**config.mk**
```make
export PLATFORM = sky130hd
export DESIGN_NAME = uart_serializer
export DESIGN_NICKNAME = d
export VERILOG_FILES = /design/src/rtl/uart_pkg.sv /design/src/rtl/uart_baud_gen.sv /design/src/rtl/uart_serializer.sv
export SDC_FILE = /design/constraint.sdc
export NUM_CORES = 1
export LEC_CHECK = 0
export CAP_MARGIN = 20
export CORE_ASPECT_RATIO = 1.4
export CORE_MARGIN = 4
export CORE_UTILIZATION = 42
export CTS_CLUSTER_SIZE = 20
export DETAILED_ROUTE_END_ITERATION = 6
export SYNTH_ARGS = -nofsm -noshare
export SYNTH_HDL_FRONTEND = slang
export SYNTH_SLANG_ARGS = --single-unit
```
**constraint.sdc**
```tcl
create_clock -name clk -period 2.6 [get_ports clk]
set_input_delay 0.52 -clock clk [delete_from_list [all_inputs] [get_ports clk]]
set_output_delay 0.52 -clock clk [all_outputs]
set_load 0.005 [all_outputs]
```
**src/rtl/uart_pkg.sv**
```systemverilog
// Shared definitions for the UART transmit path: one-hot FSM states,
// default bit timing and frame-length helpers.
package uart_pkg;

  typedef enum logic [4:0] {
    ST_IDLE   = 5'b00001,
    ST_START  = 5'b00010,
    ST_DATA   = 5'b00100,
    ST_PARITY = 5'b01000,
    ST_STOP   = 5'b10000
  } state_t;

  localparam int DEFAULT_CLKS_PER_BIT = 434;  // 50 MHz / 115200 baud
  localparam int START_BITS           = 1;
  localparam int DATA_BITS            = 8;

  // Serial bit periods in one frame, start bit through last stop bit.
  function automatic int frame_bits(input int parity_en, input int stop_bits);
    return START_BITS + DATA_BITS + parity_en + stop_bits;
  endfunction

  function automatic int frame_clks(input int clks_per_bit, input int parity_en,
                                    input int stop_bits);
    return frame_bits(parity_en, stop_bits) * clks_per_bit;
  endfunction

endpackage

```
**src/rtl/uart_baud_gen.sv**
```systemverilog
// Bit-period timer: counts 0..CLKS_PER_BIT-1 and flags the terminal count
// for one cycle; clear restarts the period from zero.
module uart_baud_gen #(
  parameter int CLKS_PER_BIT = 434
) (
  input  logic clk,
  input  logic reset,
  input  logic clear,
  output logic bit_done
);

  localparam logic [15:0] TERMINAL = 16'(CLKS_PER_BIT - 1);

  logic [15:0] count_reg;
  logic [15:0] count_next;

  assign bit_done = (count_reg == TERMINAL);

  always_comb begin
    count_next = count_reg + 16'd1;
    if (clear || bit_done) begin
      count_next = 16'd0;
    end
  end

  always_ff @(posedge clk) begin
    if (reset) begin
      count_reg <= 16'd0;
    end else begin
      count_reg <= count_next;
    end
  end

endmodule

```
**src/rtl/uart_serializer.sv**
```systemverilog
// Byte-to-serial UART transmitter with optional parity and one or two stop
// bits; tx is driven from a register computed from the next FSM state.
module uart_serializer
  import uart_pkg::*;
#(
  parameter int CLKS_PER_BIT = DEFAULT_CLKS_PER_BIT,
  parameter int PARITY_EN    = 0,
  parameter int PARITY_ODD   = 0,
  parameter int STOP_BITS    = 1
) (
  input  logic       clk,
  input  logic       reset,
  input  logic [7:0] data_in,
  input  logic       enable,
  output logic       ready,
  output logic       tx
);

  state_t     state_reg, state_next;
  logic [7:0] shift_reg, shift_next;
  logic [7:0] shifted;
  logic [2:0] bit_idx_reg, bit_idx_next;
  logic       stop_idx_reg, stop_idx_next;
  logic       parity_reg, parity_next;
  logic       tx_reg, tx_next;
  logic       accept;
  logic       baud_clear;
  logic       bit_done;

  assign ready  = (state_reg == ST_IDLE);
  assign accept = ready && enable;
  assign tx     = tx_reg;

  // LSB-first shift toward bit 0, zero fill from the top.
  assign shifted[7] = 1'b0;
  generate
    for (genvar gi = 0; gi < 7; gi++) begin : g_shift
      assign shifted[gi] = shift_reg[gi+1];
    end
  endgenerate

  uart_baud_gen #(
    .CLKS_PER_BIT(CLKS_PER_BIT)
  ) u_baud_gen (
    .clk     (clk),
    .reset   (reset),
    .clear   (baud_clear),
    .bit_done(bit_done)
  );

  always_comb begin
    state_next    = state_reg;
    shift_next    = shift_reg;
    bit_idx_next  = bit_idx_reg;
    stop_idx_next = stop_idx_reg;
    parity_next   = parity_reg;
    case (state_reg)
      ST_IDLE: begin
        if (accept) begin
          state_next    = ST_START;
          shift_next    = data_in;
          parity_next   = (^data_in) ^ (PARITY_ODD != 0);
          bit_idx_next  = 3'd0;
          stop_idx_next = 1'b0;
        end
      end
      ST_START: begin
        if (bit_done) state_next = ST_DATA;
      end
      ST_DATA: begin
        if (bit_done) begin
          shift_next = shifted;
          if (bit_idx_reg == 3'd7) begin
            state_next = (PARITY_EN != 0) ? ST_PARITY : ST_STOP;
          end else begin
            bit_idx_next = bit_idx_reg + 3'd1;
          end
        end
      end
      ST_PARITY: begin
        if (bit_done) state_next = ST_STOP;
      end
      ST_STOP: begin
        if (bit_done) begin
          if (STOP_BITS == 1 || stop_idx_reg) begin
            state_next = ST_IDLE;
          end else begin
            stop_idx_next = 1'b1;
          end
        end
      end
      default: state_next = ST_IDLE;
    endcase

    // Line level for the cycle that follows this edge.
    case (state_next)
      ST_START:  tx_next = 1'b0;
      ST_DATA:   tx_next = shift_next[0];
      ST_PARITY: tx_next = parity_next;
      default:   tx_next = 1'b1;
    endcase

    baud_clear = accept || (state_next != state_reg);
  end

  always_ff @(posedge clk) begin
    if (reset) begin
      state_reg    <= ST_IDLE;
      shift_reg    <= 8'd0;
      bit_idx_reg  <= 3'd0;
      stop_idx_reg <= 1'b0;
      parity_reg   <= 1'b0;
      tx_reg       <= 1'b1;
    end else begin
      state_reg    <= state_next;
      shift_reg    <= shift_next;
      bit_idx_reg  <= bit_idx_next;
      stop_idx_reg <= stop_idx_next;
      parity_reg   <= parity_next;
      tx_reg       <= tx_next;
    end
  end

endmodule

```
# Word-level counts from Yosys, hierarchy flattened
# Cells that the tools add are included.
[totals]
regBits = 34
inputBits = 11
wordCells = 48
[classes]
n_addsub = 2
eq_ne = 14
n_mux = 17
n_reduce_logical = 8
[ops]
columns = ["operator", "n"]
rows = [
  ["$mux W5", 6],
  ["$pmux W5 S5", 1],
  ["$add A16 B1 Y16 const B", 1],
  ["$eq A16 B9 Y1 const B", 1],
  ["$mux W8", 2],
  ["$pmux W8 S2", 1],
  ["$eq A5 B2 Y1 const B", 2],
  ["$eq A5 B3 Y1 const B", 2],
  ["$eq A5 B4 Y1 const B", 2],
  ["$mux W3", 3],
  ["$reduce_xor A8 Y1", 1],
  ["$pmux W3 S2", 1],
  ["$eq A5 B1 Y1 const B", 1],
  ["$eq A5 B5 Y1 const B", 1],
  ["$ne A5 B5 Y1", 1],
  ["$ne A2 B1 Y1 const B", 2],
  ["$reduce_and A4 Y1", 1],
  ["$add A3 B1 Y3 const B", 1],
  ["$eq A3 B3 Y1 const B", 1],
  ["$pmux W1 S3", 1],
  ["$reduce_and A3 Y1", 1],
  ["$logic_or A1 B1 Y1", 2],
  ["$mux W1", 2],
  ["$ne A2 B2 Y1 const B", 1],
  ["other kinds (3)", 3],
]

# Longest topological paths before layout
# Gate-level depths: netlist of run 1.
[logic_depth]
ltp_word = 8
mapped_depth = 9

# Hierarchy
# A second synthesis of run 1 with hierarchy kept.
[hier_totals]
cells_unflattened = 195
area_unflattened_um2 = 1737.9
[modules_own_cells]
columns = ["mod", "n_inst", "cells_each", "area_per_inst_um2"]
rows = [
  ["uart_serializer", 1, 111, 991.0],
  ["uart_baud_gen", 1, 84, 747.0],
]

# Worst setup path before layout of run 1
# No wires, ideal clock.
[synth_path]
path_kind = "register to register"
start = "reg u_baud_gen.count_reg[0]"
end = "reg bit_idx_reg[0]"
setup_ns = 0.070
t_arrival_ns = 1.628
required_time_ns = 2.530
setup_slack_ns = 0.902
stages_incl_launch_ff = 8
cell_sequence = "dfxtp_1 ha_1 nor3b_1 and4_1 buf_4 o21ai_2 or4_1 a21oi_1"
[synth_via]
elab_chain_len = 3
[synth_lines]
columns = ["element", "line", "text"]
rows = [
  ["start, declared", "uart_baud_gen.sv:14", "logic [15:0] count_reg;"],
  ["start signal, assigned", "uart_baud_gen.sv:30", "count_reg <= count_next;"],
  ["$eq A16 B9 Y1", "uart_baud_gen.sv:17", "assign bit_done = (count_reg == TERMINAL);"],
  ["$ne A2 B1 Y1 (no line)", "n/a", ""],
  ["$reduce_and A4 Y1 (no line)", "n/a", ""],
  ["end signal, assigned", "uart_serializer.sv:117", "bit_idx_reg <= bit_idx_next;"],
  ["end, declared", "uart_serializer.sv:22", "logic [2:0] bit_idx_reg, bit_idx_next;"],
]
# Every way passes these cells.
# A chain may end at the register's enable or synchronous reset.

# Worst setup path after layout of run 1
[layout_path]
start = "reg state_reg[2]"
end = "out ready"
[layout_via]
elab_chain_len = 1
[layout_lines]
columns = ["element", "line", "text"]
rows = [
  ["start, declared", "uart_serializer.sv:19", "state_t state_reg, state_next;"],
  ["start signal, assigned", "uart_serializer.sv:115", "state_reg <= state_next;"],
  ["$eq A5 B1 Y1", "uart_serializer.sv:30", "assign ready = (state_reg == ST_IDLE);"],
  ["end, declared", "uart_serializer.sv:15", "output logic ready,"],
]
# Every way passes these cells.

==> impl_metrics.yaml, run 1 <==
worst_setup_path:
  reg2reg_setup_slack_ps: 510
  critical-path-max-stage-delay_ps: 510
  crit-reg2reg-capture: "shift_reg[0]$_SDFF_PP0_"
  crit_start: "state_reg[2]$_SDFF_PP0_"
  r2r.worst_path.cells: 7
  criticalPathCategory: "flip-flop to output port"
  cpMaxStageDelayCell: "clkdlybuf4s50_1"
  critical_path.cell_chain: "nor2_1, and3_1, clkdlybuf4s50_1"
  critical_path.max_fanout: 14
  crit_path_end: "ready"
  rr_startpoint: "u_baud_gen.count_reg[0]$_SDFF_PP0_"
  worst-endpoint-arrival_ps: 1850
  required_time_at_the_endpoint_of_the_critical_path_ps: 2080
  start_kind: "flip-flop"
  critical_path.endpoint_type: "output port"
floorplan:
  die_y_um: 85.1
  number_of_rows_created_at_floorplan: 27
  top_level_ports: 13
  floorplan.initialDensity_pct: 44.4
  floorplan.core_area_um2: 4020
  die_x_um: 63.1
  design.die.area_um2: 5370
yosys:
  synthFlopType: "dfxtp_1"
  synth_cell_type_count: 44
  synth_async_sr_flop_share_pct: 0
  syn-num-nets: 229
  synth-edff-count: 0
  register_area_share_after_synthesis_pct: 38.1
  mappedNetlistArea_um2: 1780
  synth_area_per_cell_um2: 8.34
  yosysWarningCount: 0
  synth_seq_cells: 34
  syn-instance-count: 214
job:
  timing.max_cap.violations: 0
sta:
  slew_violations: 0
  fin_setup_tns_ps: 0
  finalHoldViolations: 0
  min_period_ps: 2370
  layout_worst_path_cycle_share_pct: 91.3
  slew-limit-headroom_pct: 61.6
  fin_skew_ps: 11.3
  timing_worst_slew_pin_value_ps: 571
  max_clock_freq_ghz: 0.421
  setup_viol: 0
  setup_repair_after_global_routing_missed_its_margin: "false"
layout:
  largest_register_ffs: 16
  mostFrequentLayoutCell: "dfxtp_1"
  final_nets: 242
  post_route_cells_drive_above_1_share_pct: 9.69
  final_area_um2: 2020
  areaGrowthSynthToFinish_pct: 13.4
  mostFrequentLayoutCells: "34 x dfxtp_1, 31 x nor2_1, 18 x nand2_1, 15 x xnor2_1, 14 x nand3_1"
  diodes: 0
cts:
  post_cts_hold_buffer_count: 0
  cts_made_buffers: 5
  path_clk_slew_ps: 70
  cts_max_level: 2
  post-cts-setup-buffer-count: 0
  worstSkewPairLatency_ps: 290
  clock_path_buffers: 2
  post_cts_resized: 0
  clkSinkCount: 34
  tritoncts: "yes"
  clock_tree.root_cell: "clkbuf_8"
routing:
  firstDrtPassIters: 4
  via_per_inst: 5.73
  route.detailed.drc: 0
  initialDrtViolationCount: 98
  via_count: 1548
  detail_route.wl_per_cell_um: 14.1
  final_routed_wirelength_across_all_metal_layers_um: 3800
  drt.antenna.violating_nets: 0
global_routing:
  wire_length_of_the_first_global_routing_pass_um: 6770
  grt.overflow.total: 0
  grt.total_usage_pct: 15.7
  grt_antenna_before_repair: 0
  via_count_of_the_first_global_routing_pass: 1552
  pin_count_of_the_biggest_net_entering_global_routing: 19
outcome:
  run_status: "finished, final reports clean"
place:
  port_buffer_count: 12
  place_hpwl_um: 2820
  globalplace.congestion: 0.806
  placed_area_um2: 1940
power_and_ir_drop:
  power.ir.vdd_worst_v: 0.000314
  power.leakage_uw: 0.000672
  power-per-cell-area_nw_per_um2: 552
hold_path:
  worst_hold_startpoint: "shift_reg[6]$_SDFFE_PP0P_"
  worst_hold_path_type: "flip-flop to flip-flop"
-- critical path, delay by kind of cell (launching register included) --
| kind | cells | cell delay, ps |
|---|---|---|
| AND/OR/NAND/NOR | 2 | 590 |
| buffers and inverters | 1 | 510 |
| flip-flops | 1 | 470 |
-- final cells by class --
cell class                      count  area, um^2
Multi-Input combinational cell    162        1020
Clock inverter                      2        10.0
Tap cell                           43        53.8
Clock buffer                        5        68.8
Fill cell                         393        2000
Sequential cell                    34         681
Timing Repair Buffer               18         165
Inverter                            6        22.5
-- report_power, final --
group	total, uW	internal [uW]	leakage [uW]	switching, uW
Sequential	571	544	0.000276	26.7
Combinational	179	84.4	0.000352	94.6
Clock	366	179	0.0000438	187
Total	1120	808	0.000672	308
-- worst min path at each step --
stage / to / slack [ps] / cells past startpoint
after floorplan: u_baud_gen.count_reg[0]$_SDFF_PP0_ / 440 / 1
after global placement: u_baud_gen.count_reg[0]$_SDFF_PP0_ / 470 / 1
after detailed placement: shift_reg[6]$_SDFFE_PP0P_ / 470 / 2
after CTS: shift_reg[6]$_SDFFE_PP0P_ / 480 / 2
after global routing: shift_reg[6]$_SDFFE_PP0P_ / 500 / 2
final: shift_reg[6]$_SDFFE_PP0P_ / 480 / 2
-- cell usage after synthesis, types with 5 or more instances --
master,number,share of area [%]
a21oi_1,10,2.8
a31oi_1,6,2.1
buf_2,8,2.2
dfxtp_1,34,38
inv_1,6,1.3
nand2_1,18,3.8
nand3_1,14,3.9
nand4_1,6,2.1
nor2_1,31,6.5
nor3_1,5,1.4
o21ai_0,8,2.2
xnor2_1,15,7.4
xor2_1,8,3.9
-- layer usage --
layer  vias up  GRT usage, %  share of wire (%)  wire length [um]
li1        781             -                  -                 -
met1       733          17.1                 42              1580
met2        24          27.5                 53              2000
met5         -             0                  0                 0
met3        10          4.24                3.4               128
met4         0          8.23                2.4                92
-- per-stage QoR --
step | util (%) | power [uW] | setup WS, ps | hold slack (ps) | std cells
finish | 50.3 | 1120 | 226 | 481 | 270
detailed placement | 48.4 | 762 | 240 | 468 | 263
floorplan | - | 700 | 902 | 441 | 214
CTS | 50.3 | 1130 | 235 | 482 | 270
global route | 50.3 | 1170 | 135 | 500 | 270
global placement | 48.4 | 757 | 290 | 466 | 263
-- cell families (layout without fill, tap and decap cells) --
kind of cell | after synthesis | count (layout) | share of synthesized area [%]
and+or+nand+nor | 96 | 96 | 28.8
AOI/OAI and AO/OA | 39 | 39 | 14.4
DFF | 34 | 34 | 38.1
xor gates and xnor gates | 23 | 23 | 11.3
buffers and inverters | 18 | 31 | 4.56
adders and majority gates | 4 | 4 | 2.81
Note: power is estimated with default switching activity, not from simulation.
==> run 2: changes to the inputs <==
- CORE_MARGIN: 4 -> default
- CTS_BUF_LIST: default -> sky130_fd_sc_hd__clkbuf_8 sky130_fd_sc_hd__clkbuf_16
- clock period: 2.6 -> 2.4 ns (I/O delays scaled with it)
==> run 2 against run 1 <==
Against the previous run:
- the run now ends with design-rule violations left
- first-iteration DRC count down 15%
- clock power up 9.0%
- routed wire length up 6.6%
- sequential power up 8.4%
- register-to-register slack worse by 160 ps
- critical path depth unchanged
- die area down 16%
- sequential share of layout area unchanged
- worst setup slack worse by 160 ps
- design area unchanged
- critical path type unchanged
- critical endpoint unchanged
- largest cell class unchanged
- highest routed layer unchanged
==> impl_metrics.yaml, run 2 (synthesis results as in run 1) <==
outcome:
  run_status: "complete, but fails checks"
  failed_checks: "design-rule violations"
global_routing:
  wire_length_of_the_first_global_routing_pass_um: 6800
  via_count_of_the_first_global_routing_pass: 1601
  grt.total_usage_pct: 19.6
  grt.overflow.total: 0
  pin_count_of_the_biggest_net_entering_global_routing: 18
  grt_antenna_before_repair: 0
floorplan:
  die_x_um: 57.1
  design.die.area_um2: 4520
  die_y_um: 79.1
  floorplan.initialDensity_pct: 44.8
  floorplan.core_area_um2: 3990
  number_of_rows_created_at_floorplan: 27
  top_level_ports: 13
layout:
  area.sequential_um2: 681
  diodes: 0
  areaGrowthSynthToFinish_pct: 13.4
  fillcell_total: 393
  final_nets: 242
  mostFrequentLayoutCell: "dfxtp_1"
  post_route_cells_drive_above_1_share_pct: 9.69
  final_area_um2: 2020
  layoutNonFillerInstCount: 270
  mostFrequentLayoutCells: "34 x dfxtp_1, 31 x nor2_1, 18 x nand2_1, 15 x xnor2_1, 14 x nand3_1"
  largest_register_ffs: 16
  multiInputGateArea_um2: 1020
place:
  placed_cells_incl_taps: 263
  port_buffer_count: 12
  place_hpwl_um: 2970
  globalplace.congestion: 0.810
  placed_area_um2: 1940
cts:
  tritoncts: "yes"
  post-cts-setup-buffer-count: 0
  post_cts_resized: 0
  worstSkewPairLatency_ps: 290
  clock_path_buffers: 2
  clock_tree.root_cell: "clkbuf_8"
  path_clk_slew_ps: 60
  cts_max_level: 2
  cts_made_buffers: 5
  clkSinkCount: 34
  post_cts_hold_buffer_count: 0
sta:
  slew-limit-headroom_pct: 59.7
  fin_skew_ps: 6.12
  layout_worst_path_cycle_share_pct: 97.4
  finalHoldWorstSlack_ps: 478
  setup_repair_after_global_routing_missed_its_margin: "false"
  setup_viol: 0
  max_clock_freq_ghz: 0.428
  min_period_ps: 2340
  fin_setup_tns_ps: 0
  timing_worst_slew_pin_value_ps: 599
  finalHoldViolations: 0
  slew_violations: 0
hold_path:
  holdPathStages: 1
  worst_hold_path_type: "flip-flop to flip-flop"
routing:
  final_routed_wirelength_across_all_metal_layers_um: 4060
  route.detailed.drc: 2
  via_per_inst: 5.81
  drt.antenna.violating_nets: 0
  initialDrtViolationCount: 83
  firstDrtPassIters: 6
  via_count: 1569
  detail_route.wl_per_cell_um: 15.0
worst_setup_path:
  r2r.worst_path.cells: 6
  start_kind: "flip-flop"
  worst-endpoint-arrival_ps: 1860
  critical_path_depth: 3
  critical_path.cell_chain: "nor2_1, and3_1, clkdlybuf4s50_1"
  critical_path.max_fanout: 14
  critical-path-max-stage-delay_ps: 510
  cpMaxStageDelayCell: "clkdlybuf4s50_1"
  critical_path.endpoint_type: "output port"
  path_buf_inv: 1
  cpLargestDelayFamily: "simple AND/OR/NAND/NOR gates"
  required_time_at_the_endpoint_of_the_critical_path_ps: 1920
  criticalPathCategory: "flip-flop to output port"
power_and_ir_drop:
  power.ir.vdd_worst_v: 0.000417
  power.leakage_uw: 0.000672
  power-per-cell-area_nw_per_um2: 599
job:
  timing.max_cap.violations: 0
-- run 2: cell counts in the layout (fill, tap and decap cells not counted) --
Identical to the previous run, type by type.
-- run 2: layer usage --
| layer | routed length (um) | share of wire (%) | GRT usage, % | up-vias |
|---|---|---|---|---|
| met5 | 0 | 0 | 0 | - |
| met4 | 75 | 1.8 | 11.2 | 0 |
| met3 | 130 | 3.2 | 4.89 | 9 |
| met2 | 2190 | 54 | 35.8 | 39 |
| met1 | 1660 | 41 | 19.9 | 740 |
| li1 | - | - | - | 781 |
-- run 2: final cells by class --
cell class              instances  area share [%]
clock buffers                   5            3.40
clock inverters                 2           0.495
inverters                       6            1.11
multi-input cells             162            50.5
flip-flops and latches         34            33.6
well taps                      43            2.66
repair buffers                 18            8.16
-- run 2: worst paths after layout --
| path | startpoint | end | slack, ps |
|---|---|---|---|
| worst min-delay path | u_baud_gen.count_reg[0]$_SDFF_PP0_ | u_baud_gen.count_reg[0]$_SDFF_PP0_ | 480 |
| worst max-delay path | state_reg[2]$_SDFF_PP0_ | ready | 60 |
| worst min register to register | u_baud_gen.count_reg[0]$_SDFF_PP0_ | u_baud_gen.count_reg[0]$_SDFF_PP0_ | 480 |
| worst max register to register | u_baud_gen.count_reg[0]$_SDFF_PP0_ | tx$_SDFF_PP1_ | 350 |
-- run 2: metrics by stage --
step | setup slack (ps) | power (uW) | util [%]
2_1_floorplan | 702 | 759 | -
3_3_place_gp | 109 | 818 | 48.8
3_5_place_dp | 58.4 | 826 | 48.8
4_1_cts | 78.8 | 1220 | 50.8
5_1_grt | 4.41 | 1280 | 50.8
6_report | 62.5 | 1210 | 50.8
-- run 2: power breakdown --
part           internal (uW)  switching (uW)
registers                590            29.6
logic                   91.3             103
clock network            194             204
total                    875             337
